<file path="src/rtl/approx_mult_seq_ctrl_pkg.sv">
// Shared definitions for the approximate shift-add multiplier: FSM state
// encodings and default sizing used by the controller and its bench.
package approx_mult_seq_ctrl_pkg;

  typedef enum logic [1:0] {
    ST_IDLE = 2'd0,
    ST_RUN  = 2'd1,
    ST_DONE = 2'd2
  } state_t;

  localparam int DEF_W           = 8;
  localparam int DEF_APPROX_BITS = 4;
  localparam int DEF_SKIP_W      = 16;

endpackage

</file>
<file path="src/rtl/approx_mult_seq_ctrl_adder.sv">
// Approximate adder: carry-free OR on the low K bits, exact add above them.
// The low field never carries into the upper field, so the result never exceeds x+y.
module approx_adder_2w #(
  parameter int N = 16,
  parameter int K = 4
) (
  input  logic [N-1:0] x,
  input  logic [N-1:0] y,
  output logic [N-1:0] r
);

  generate
    if (K == 0) begin : g_exact
      assign r = x + y;
    end else if (K >= N) begin : g_or
      assign r = x | y;
    end else begin : g_split
      assign r[K-1:0] = x[K-1:0] | y[K-1:0];
      assign r[N-1:K] = x[N-1:K] + y[N-1:K];
    end
  endgenerate

endmodule

</file>
<file path="src/rtl/approx_mult_seq_ctrl.sv">
// Sequential LSB-first shift-add approximate multiplier. acc_en drives the
// accumulator clock gate and is high only on RUN cycles that actually add.
//
// state   | meaning
// IDLE    | waiting for an operand pair, in_ready high
// RUN     | one multiplier bit per cycle, exits after the highest set bit
// DONE    | product held with out_valid until out_ready
module approx_mult_seq_ctrl
  import approx_mult_seq_ctrl_pkg::*;
#(
  parameter int W           = DEF_W,
  parameter int APPROX_BITS = DEF_APPROX_BITS,
  parameter int SKIP_W      = DEF_SKIP_W
) (
  input  logic              clk,
  input  logic              rst,
  input  logic              in_valid,
  output logic              in_ready,
  input  logic [W-1:0]      a,
  input  logic [W-1:0]      b,
  output logic              out_valid,
  input  logic              out_ready,
  output logic [2*W-1:0]    product,
  output logic              acc_en,
  output logic              busy,
  output logic [SKIP_W-1:0] skip_cnt
);

  localparam int CW = $clog2(W);

  state_t          state;
  logic [W-1:0]    a_reg;
  logic [W-1:0]    b_reg;
  logic [CW-1:0]   cnt;
  logic [2*W-1:0]  acc;
  logic [2*W-1:0]  pp;
  logic [2*W-1:0]  sum;
  logic [W-1:0]    b_tail;
  logic            last_bit;

  // Remaining multiplier bits from the current position; bit 0 is this cycle's bit.
  assign b_tail   = b_reg >> cnt;
  assign last_bit = ((b_tail >> 1) == '0);
  assign pp       = {{W{1'b0}}, a_reg} << cnt;

  approx_adder_2w #(
    .N (2*W),
    .K (APPROX_BITS)
  ) u_adder (
    .x (acc),
    .y (pp),
    .r (sum)
  );

  assign in_ready  = (state == ST_IDLE);
  assign out_valid = (state == ST_DONE);
  assign busy      = (state != ST_IDLE);
  assign acc_en    = (state == ST_RUN) & b_tail[0];
  assign product   = acc;

  always_ff @(posedge clk) begin
    if (rst) begin
      state    <= ST_IDLE;
      a_reg    <= '0;
      b_reg    <= '0;
      cnt      <= '0;
      acc      <= '0;
      skip_cnt <= '0;
    end else begin
      case (state)
        ST_IDLE: begin
          if (in_valid) begin
            a_reg <= a;
            b_reg <= b;
            acc   <= '0;
            cnt   <= '0;
            state <= ((a == '0) || (b == '0)) ? ST_DONE : ST_RUN;
          end
        end
        ST_RUN: begin
          if (b_tail[0]) begin
            acc <= sum;
          end else if (skip_cnt != '1) begin
            skip_cnt <= skip_cnt + SKIP_W'(1);
          end
          if (last_bit) begin
            state <= ST_DONE;
          end else begin
            cnt <= cnt + CW'(1);
          end
        end
        ST_DONE: begin
          if (out_ready) begin
            state <= ST_IDLE;
          end
        end
        default: state <= ST_IDLE;
      endcase
    end
  end

endmodule

</file>
<file path="config.mk">
export PLATFORM = sky130hd
export DESIGN_NAME = approx_mult_seq_ctrl
export DESIGN_NICKNAME = d
export VERILOG_FILES = /design/src/rtl/approx_mult_seq_ctrl_pkg.sv /design/src/rtl/approx_mult_seq_ctrl_adder.sv /design/src/rtl/approx_mult_seq_ctrl.sv
export SDC_FILE = /design/constraint.sdc
export NUM_CORES = 1
export LEC_CHECK = 0
export CORE_MARGIN = 8
export CORE_UTILIZATION = 45
export DETAILED_ROUTE_END_ITERATION = 10
export HOLD_SLACK_MARGIN = 0.02
export PLACE_DENSITY = 0.69
export SLEW_MARGIN = 40
export SYNTH_ARGS = -nofsm -noshare
export SYNTH_HDL_FRONTEND = slang
export SYNTH_SLANG_ARGS = --single-unit
export TNS_END_PERCENT = 10
</file>
<file path="constraint.sdc">
create_clock -name clk -period 4.35 [get_ports clk]
set_input_delay 1.0875 -clock clk [delete_from_list [all_inputs] [get_ports clk]]
set_output_delay 1.0875 -clock clk [all_outputs]
set_load 0.005 [all_outputs]
</file>
Yosys cells after proc, flatten, opt, wreduce, memory -nomap -nowiden
Index checks and enable logic that the tools add are counted.
Widths: inputs -> output; s select.
{"block": "totals", "reg_bits": 53, "inputBits": 20, "out_inout_bits": 36}
{"block": "classes", "n_addsub": 3, "n_eq_ne": 8, "n_shift": 2, "mux": 11, "bitwise_logic": 3, "reduce_logical": 12}
{"cell": "$mux 16", "n": 2}
{"cell": "$pmux 16 s2", "n": 1}
{"cell": "$logic_not 8->1", "n": 3}
{"cell": "$add 16x1->16 const B", "n": 1}
{"cell": "$ne 16x16->1 const B", "n": 1}
{"cell": "$shl 8x3->16", "n": 1}
{"cell": "$add 12x12->12", "n": 1}
{"cell": "$reduce_and 3->1", "n": 4}
{"cell": "$mux 2", "n": 4}
{"cell": "$ne 2x2->1 const B", "n": 4}
{"cell": "$shr 8x3->8", "n": 1}
{"cell": "$mux 3", "n": 2}
{"cell": "$pmux 2 s3", "n": 1}
{"cell": "$pmux 3 s2", "n": 1}
{"cell": "$or 4x4->4", "n": 1}
{"cell": "$reduce_bool 2->1", "n": 2}
{"cell": "$add 3x1->3 const B", "n": 1}
{"cell": "$eq 2x1->1 const B", "n": 1}
{"cell": "$eq 2x2->1 const B", "n": 1}
{"cell": "$logic_not 2->1", "n": 1}
{"cell": "$ne 2x1->1 const B", "n": 1}
{"cell": "$reduce_and 2->1", "n": 1}
{"cell": "$and 1x1->1", "n": 1}
{"cell": "$logic_or 1x1->1", "n": 1}
{"cell": "$not 1->1", "n": 1}

Logic depth before layout (Yosys ltp)
{"block": "logic_depth", "word_depth": 5, "mapped_depth": 13, "ltp_nobuf": 11}

Hierarchy
Synthesis repeated with hierarchy kept, for this count alone.
{"block": "hier_totals", "cells_unflattened": 416, "area_unflattened_um2": 3256.9}
{"module": "approx_mult_seq_ctrl", "instances": 1, "cells_per_inst": 353, "area_each_um2": 2728.9, "seq_area_each_um2": 1061.0}
{"module": "approx_adder_2w", "instances": 1, "cells_per_inst": 63, "area_each_um2": 528.0, "seq_area_each_um2": 0.0}

Worst setup path after synthesis
Ideal clock, no wire load.
{"block": "synth_timing", "path_kind": "reg2reg", "start": "reg cnt[1]", "end": "reg acc[12] (netlist: product[12])", "setup_time_ns": 0.122, "arrival_ns": 2.971, "setup_slack_ns": 1.257, "path_stages_with_launch": 14, "path_buffers": 2, "period_less_slack_ns": 3.093, "path_cell_list": "dfxtp_1 -> buf_6 -> clkbuf_1 -> mux2i_1 -> nand2_1 -> o21ai_0 -> o21ai_0 -> ha_1 -> fa_1 -> a211oi_1 -> o21bai_1 -> a311oi_1 -> o21ai_0 -> a311o_1"}
{"block": "synth_between", "elab_chain_len": 4}
{"item": "start: declaration", "line": "approx_mult_seq_ctrl.sv:34", "text": "logic [CW-1:0] cnt;"}
{"item": "start signal: assignment", "line": "approx_mult_seq_ctrl.sv:89", "text": "cnt <= cnt + CW'(1);"}
{"item": "$shl 8x3->16", "line": "approx_mult_seq_ctrl.sv:44", "text": "assign pp = {{W{1'b0}}, a_reg} << cnt;"}
{"item": "$add 12x12->12", "line": "approx_mult_seq_ctrl_adder.sv:19", "text": "assign r[N-1:K] = x[N-1:K] + y[N-1:K];"}
{"item": "$mux 16", "line": "approx_mult_seq_ctrl.sv:81", "text": "if (b_tail[0]) begin"}
{"item": "$pmux 16 s2", "line": "approx_mult_seq_ctrl.sv:70", "text": "case (state)"}
{"item": "end signal: assignment", "line": "approx_mult_seq_ctrl.sv:82", "text": "acc <= sum;"}
{"item": "end: declaration", "line": "approx_mult_seq_ctrl.sv:35", "text": "logic [2*W-1:0] acc;"}
Parallel ways exist; a longest one is shown, timed or not. The select of a mux whose other input is x is not followed.
A chain may end at the register's enable or synchronous reset.

Worst setup path after layout
{"block": "layout_timing", "start": "reg cnt[1]", "end": "out acc_en"}
{"block": "layout_between", "elab_chain_len": 2}
{"item": "$shr 8x3->8", "line": "approx_mult_seq_ctrl.sv:42", "text": "assign b_tail = b_reg >> cnt;"}
{"item": "$and 1x1->1", "line": "approx_mult_seq_ctrl.sv:58", "text": "assign acc_en = (state == ST_RUN) & b_tail[0];"}
{"item": "end: declaration", "line": "approx_mult_seq_ctrl.sv:24", "text": "output logic acc_en,"}
No other way between the ends.

==> results.txt <==
Total track usage: 16.4%
H-tree depth: 2
Port Buffer Count: 55
Total gr overflow: 0
Seq cells post-synth: 53
# Max-Cap Violations: 0
Reg-to-Reg Start: cnt[1]
Worst Tran Pin Value: 680 ps
TritonCTS clock tree: done
Mean Syn Cell Area: 7.89 µm²
Setup ws final: 891 ps
Worst Skew: 6.67 ps
Total negative slack: 0 ps
Area Overhead vs Synth: 20.4%
Number of synthesized flops with an enable pin: 0
Vias: 3217
Synthesized netlist net count: 462
Post-DRT Antenna Nets: 0
# IOs: 56
WL/cell: 14.8 µm
FF-to-FF setup slack: 1060 ps
Initial Utilization: 46.6%
Diode count: 0
Critical Path RT: 3260 ps
RR Endpoint: product[12]
Core Footprint: 7250 µm²
Hold Path Sink: product[2]
Ys async rst share: 0%
Root Buffer: clkbuf_8
CTS Sinks: 53
Drt total wl: 8440 µm
HP Class: flop to flop
Area share of the largest cell type after synthesis: 31.4%
Critical path peak fanout: 12
Worst setup EP type: output pin
Clock Path Buffers: 2
Placed insts: 565
Clk slew on worst S/H paths: 90 ps
Place WS: 1110 ps
Hold path cells: 2
RSZ-0062 raised after global routing: no
Iter 0 DRT Violations: 160
Reg2Reg Depth: 10
Die width: 103 µm
Worst VDD drop: 0.154 mV
Nets: 507
Final hold violation count: 0
Pre-antenna DRT Iters: 5
Detailed-placement wirelength estimate: 6410 µm
CP Launch Type: flop
Crit path kind: flop to output pin
Final min period: 3460 ps
# setup viols final: 0
Initial antenna violation count: 0
Non-Filler Instances: 572
Cells after Synth: 428
Slew margin rel.: 54.5%
Fraction of layout cells with a size suffix above 1: 10.1%
Hold path start: product[2]
Worst-Skew Late Latency: 310 ps
CTS buffer count: 5
Vias per inst: 5.62
Hold Buf Count CTS: 0
Arr. time, crit path: 2370 ps
Leakage: 1.45 nW
Vias in the first global route: 2996
Utilization after layout: 56.0%
Die area: 10500 µm²
Largest net degree at the start of global routing: 55
Synthesized area: 3380 µm²
Post-synthesis cell type count: 63
Hold Slack: 447 ps
Rows: 31
Routability Congestion: 0.915
Area contributors post-synth: dfxtp_1 (31%), nand2_1 (6.8%), a21oi_1 (6.7%)
Die height: 103 µm
Final slew viol count: 0
Post-CTS resize count: 0
DRC viols: 0
Max Clk Rate: 289 MHz
Main flop type after synthesis: dfxtp_1
Result of the run: finished clean
Post-CTS setup buffer count: 0
Pwr Density: 258 nW/µm²
Register area share after synthesis: 31.4%
Period utilisation layout: 79.5%
Global-route wire length before repair: 14100 µm
Synth warn: 0
Synth area leader: dfxtp_1
[logic make-up (layout without fill, tap and decap cells)]
| family | count (synthesis) | after routing | share of synthesized area (%) |
|---|---|---|---|
| XOR/XNOR | 4 | 4 | 1.04 |
| AO/OA/AOI/OAI | 113 | 113 | 20.6 |
| multiplexers | 28 | 28 | 9.34 |
| flip-flops | 53 | 53 | 31.4 |
| buffers and inverters | 41 | 86 | 5.56 |
| AND/OR/NAND/NOR | 175 | 175 | 26.6 |
| adder cells (fa/ha/maj) | 14 | 14 | 5.41 |
[cells in the mapped netlist (2+ instances only)]
cell and instances:
nor2b_1 12, ha_1 13, xnor2_1 2, o22ai_1 3, nor4_1 9, buf_2 3, dfxtp_1 53, clkbuf_1 16
xor2_1 2, o21ai_0 24, mux2_2 12, a211oi_1 4, mux2_4 4, or2_2 4, o21a_1 2, or4_2 2
o211ai_1 8, nand4_1 5, nand2_1 61, nand2b_1 3, mux2i_1 12, a211o_1 3, o31ai_1 5, nor3_1 3
buf_6 3, a21o_1 2, inv_1 15, a21oi_1 45, o21bai_1 3, nor2_1 31, and2_1 3, or3_1 2
nand3_1 25, o22a_2 2, nor4_2 4
[worst max path at each step]
stage | startpoint | to | slack [ps] | cells past startpoint
after CTS | cnt[1] | acc_en | 900 | 6
final | cnt[1] | acc_en | 890 | 6
after global routing | cnt[1] | acc_en | 780 | 6
after detailed placement | cnt[1] | product[12] | 1110 | 10
after global placement | cnt[1] | product[12] | 1150 | 10
after floorplan | cnt[1] | product[12] | 1260 | 13
[power breakdown]
part           switching (mW)  total [mW]  internal, mW  leakage [nW]
Sequential             0.0195       0.526         0.506         0.430
Combinational           0.140       0.240        0.0996         0.972
Clock                   0.158       0.285         0.127        0.0443
Total                   0.318        1.05         0.733          1.45
[area by class of cell]
| cell class | count | area (µm²) |
|---|---|---|
| Tap cell | 99 | 124 |
| Timing Repair Buffer | 63 | 606 |
| Inverter | 16 | 60.1 |
| Multi-Input combinational cell | 334 | 2130 |
| Sequential cell | 53 | 1060 |
| Clock buffer | 7 | 86.3 |
| Fill cell | 689 | 3190 |
[through the flow]
| stage | total power [mW] | area (µm²) |
|---|---|---|
| floorplan | 0.692 | 3380 |
| global placement | 0.774 | 3980 |
| detailed placement | 0.777 | 3980 |
| CTS | 1.06 | 4070 |
| global route | 1.11 | 4070 |
| finish | 1.05 | 4070 |
[cells in the final DEF (no fill, tap or decap), drive strengths merged, types with 2 or more instances in the layout]
master / netlist / final
o22a: 2 / 2
a211o: 3 / 3
a21o: 2 / 2
dfxtp: 53 / 53
mux2: 16 / 16
xor2: 2 / 2
o22ai: 3 / 3
nor2b: 12 / 12
o21bai: 3 / 3
ha: 13 / 13
xnor2: 2 / 2
nand2b: 3 / 3
clkbuf: 17 / 7
o21a: 2 / 2
nor4: 13 / 13
or4: 3 / 3
nor3: 4 / 4
or3: 4 / 4
nand4: 6 / 6
nand2: 61 / 61
and2: 4 / 4
o31ai: 5 / 5
nand3: 26 / 26
a211oi: 4 / 4
o211ai: 8 / 8
or2: 4 / 4
a21oi: 45 / 45
o21ai: 25 / 25
clkdlybuf4s50: 0 / 54
inv: 15 / 15
mux2i: 12 / 12
nor2: 31 / 31
buf: 8 / 9
[per-layer routing]
layer	up-vias	GRT usage (%)	part of all wire [%]
li1	1627	-	-
met1	1483	19.8	44
met2	93	28.3	48
met3	14	3.44	6.1
met4	0	5.64	1.9
met5	-	0	0
[worst max-delay path, cell delays in order (launching register included)]
cell             delay [ps]
dfxtp_1                 540
buf_4                   260
mux2i_1                 270
o22ai_1                 140
o21ai_1                 300
inv_1                    90
clkdlybuf4s50_1         460
No activity file was read; power rests on OpenSTA's default activity.
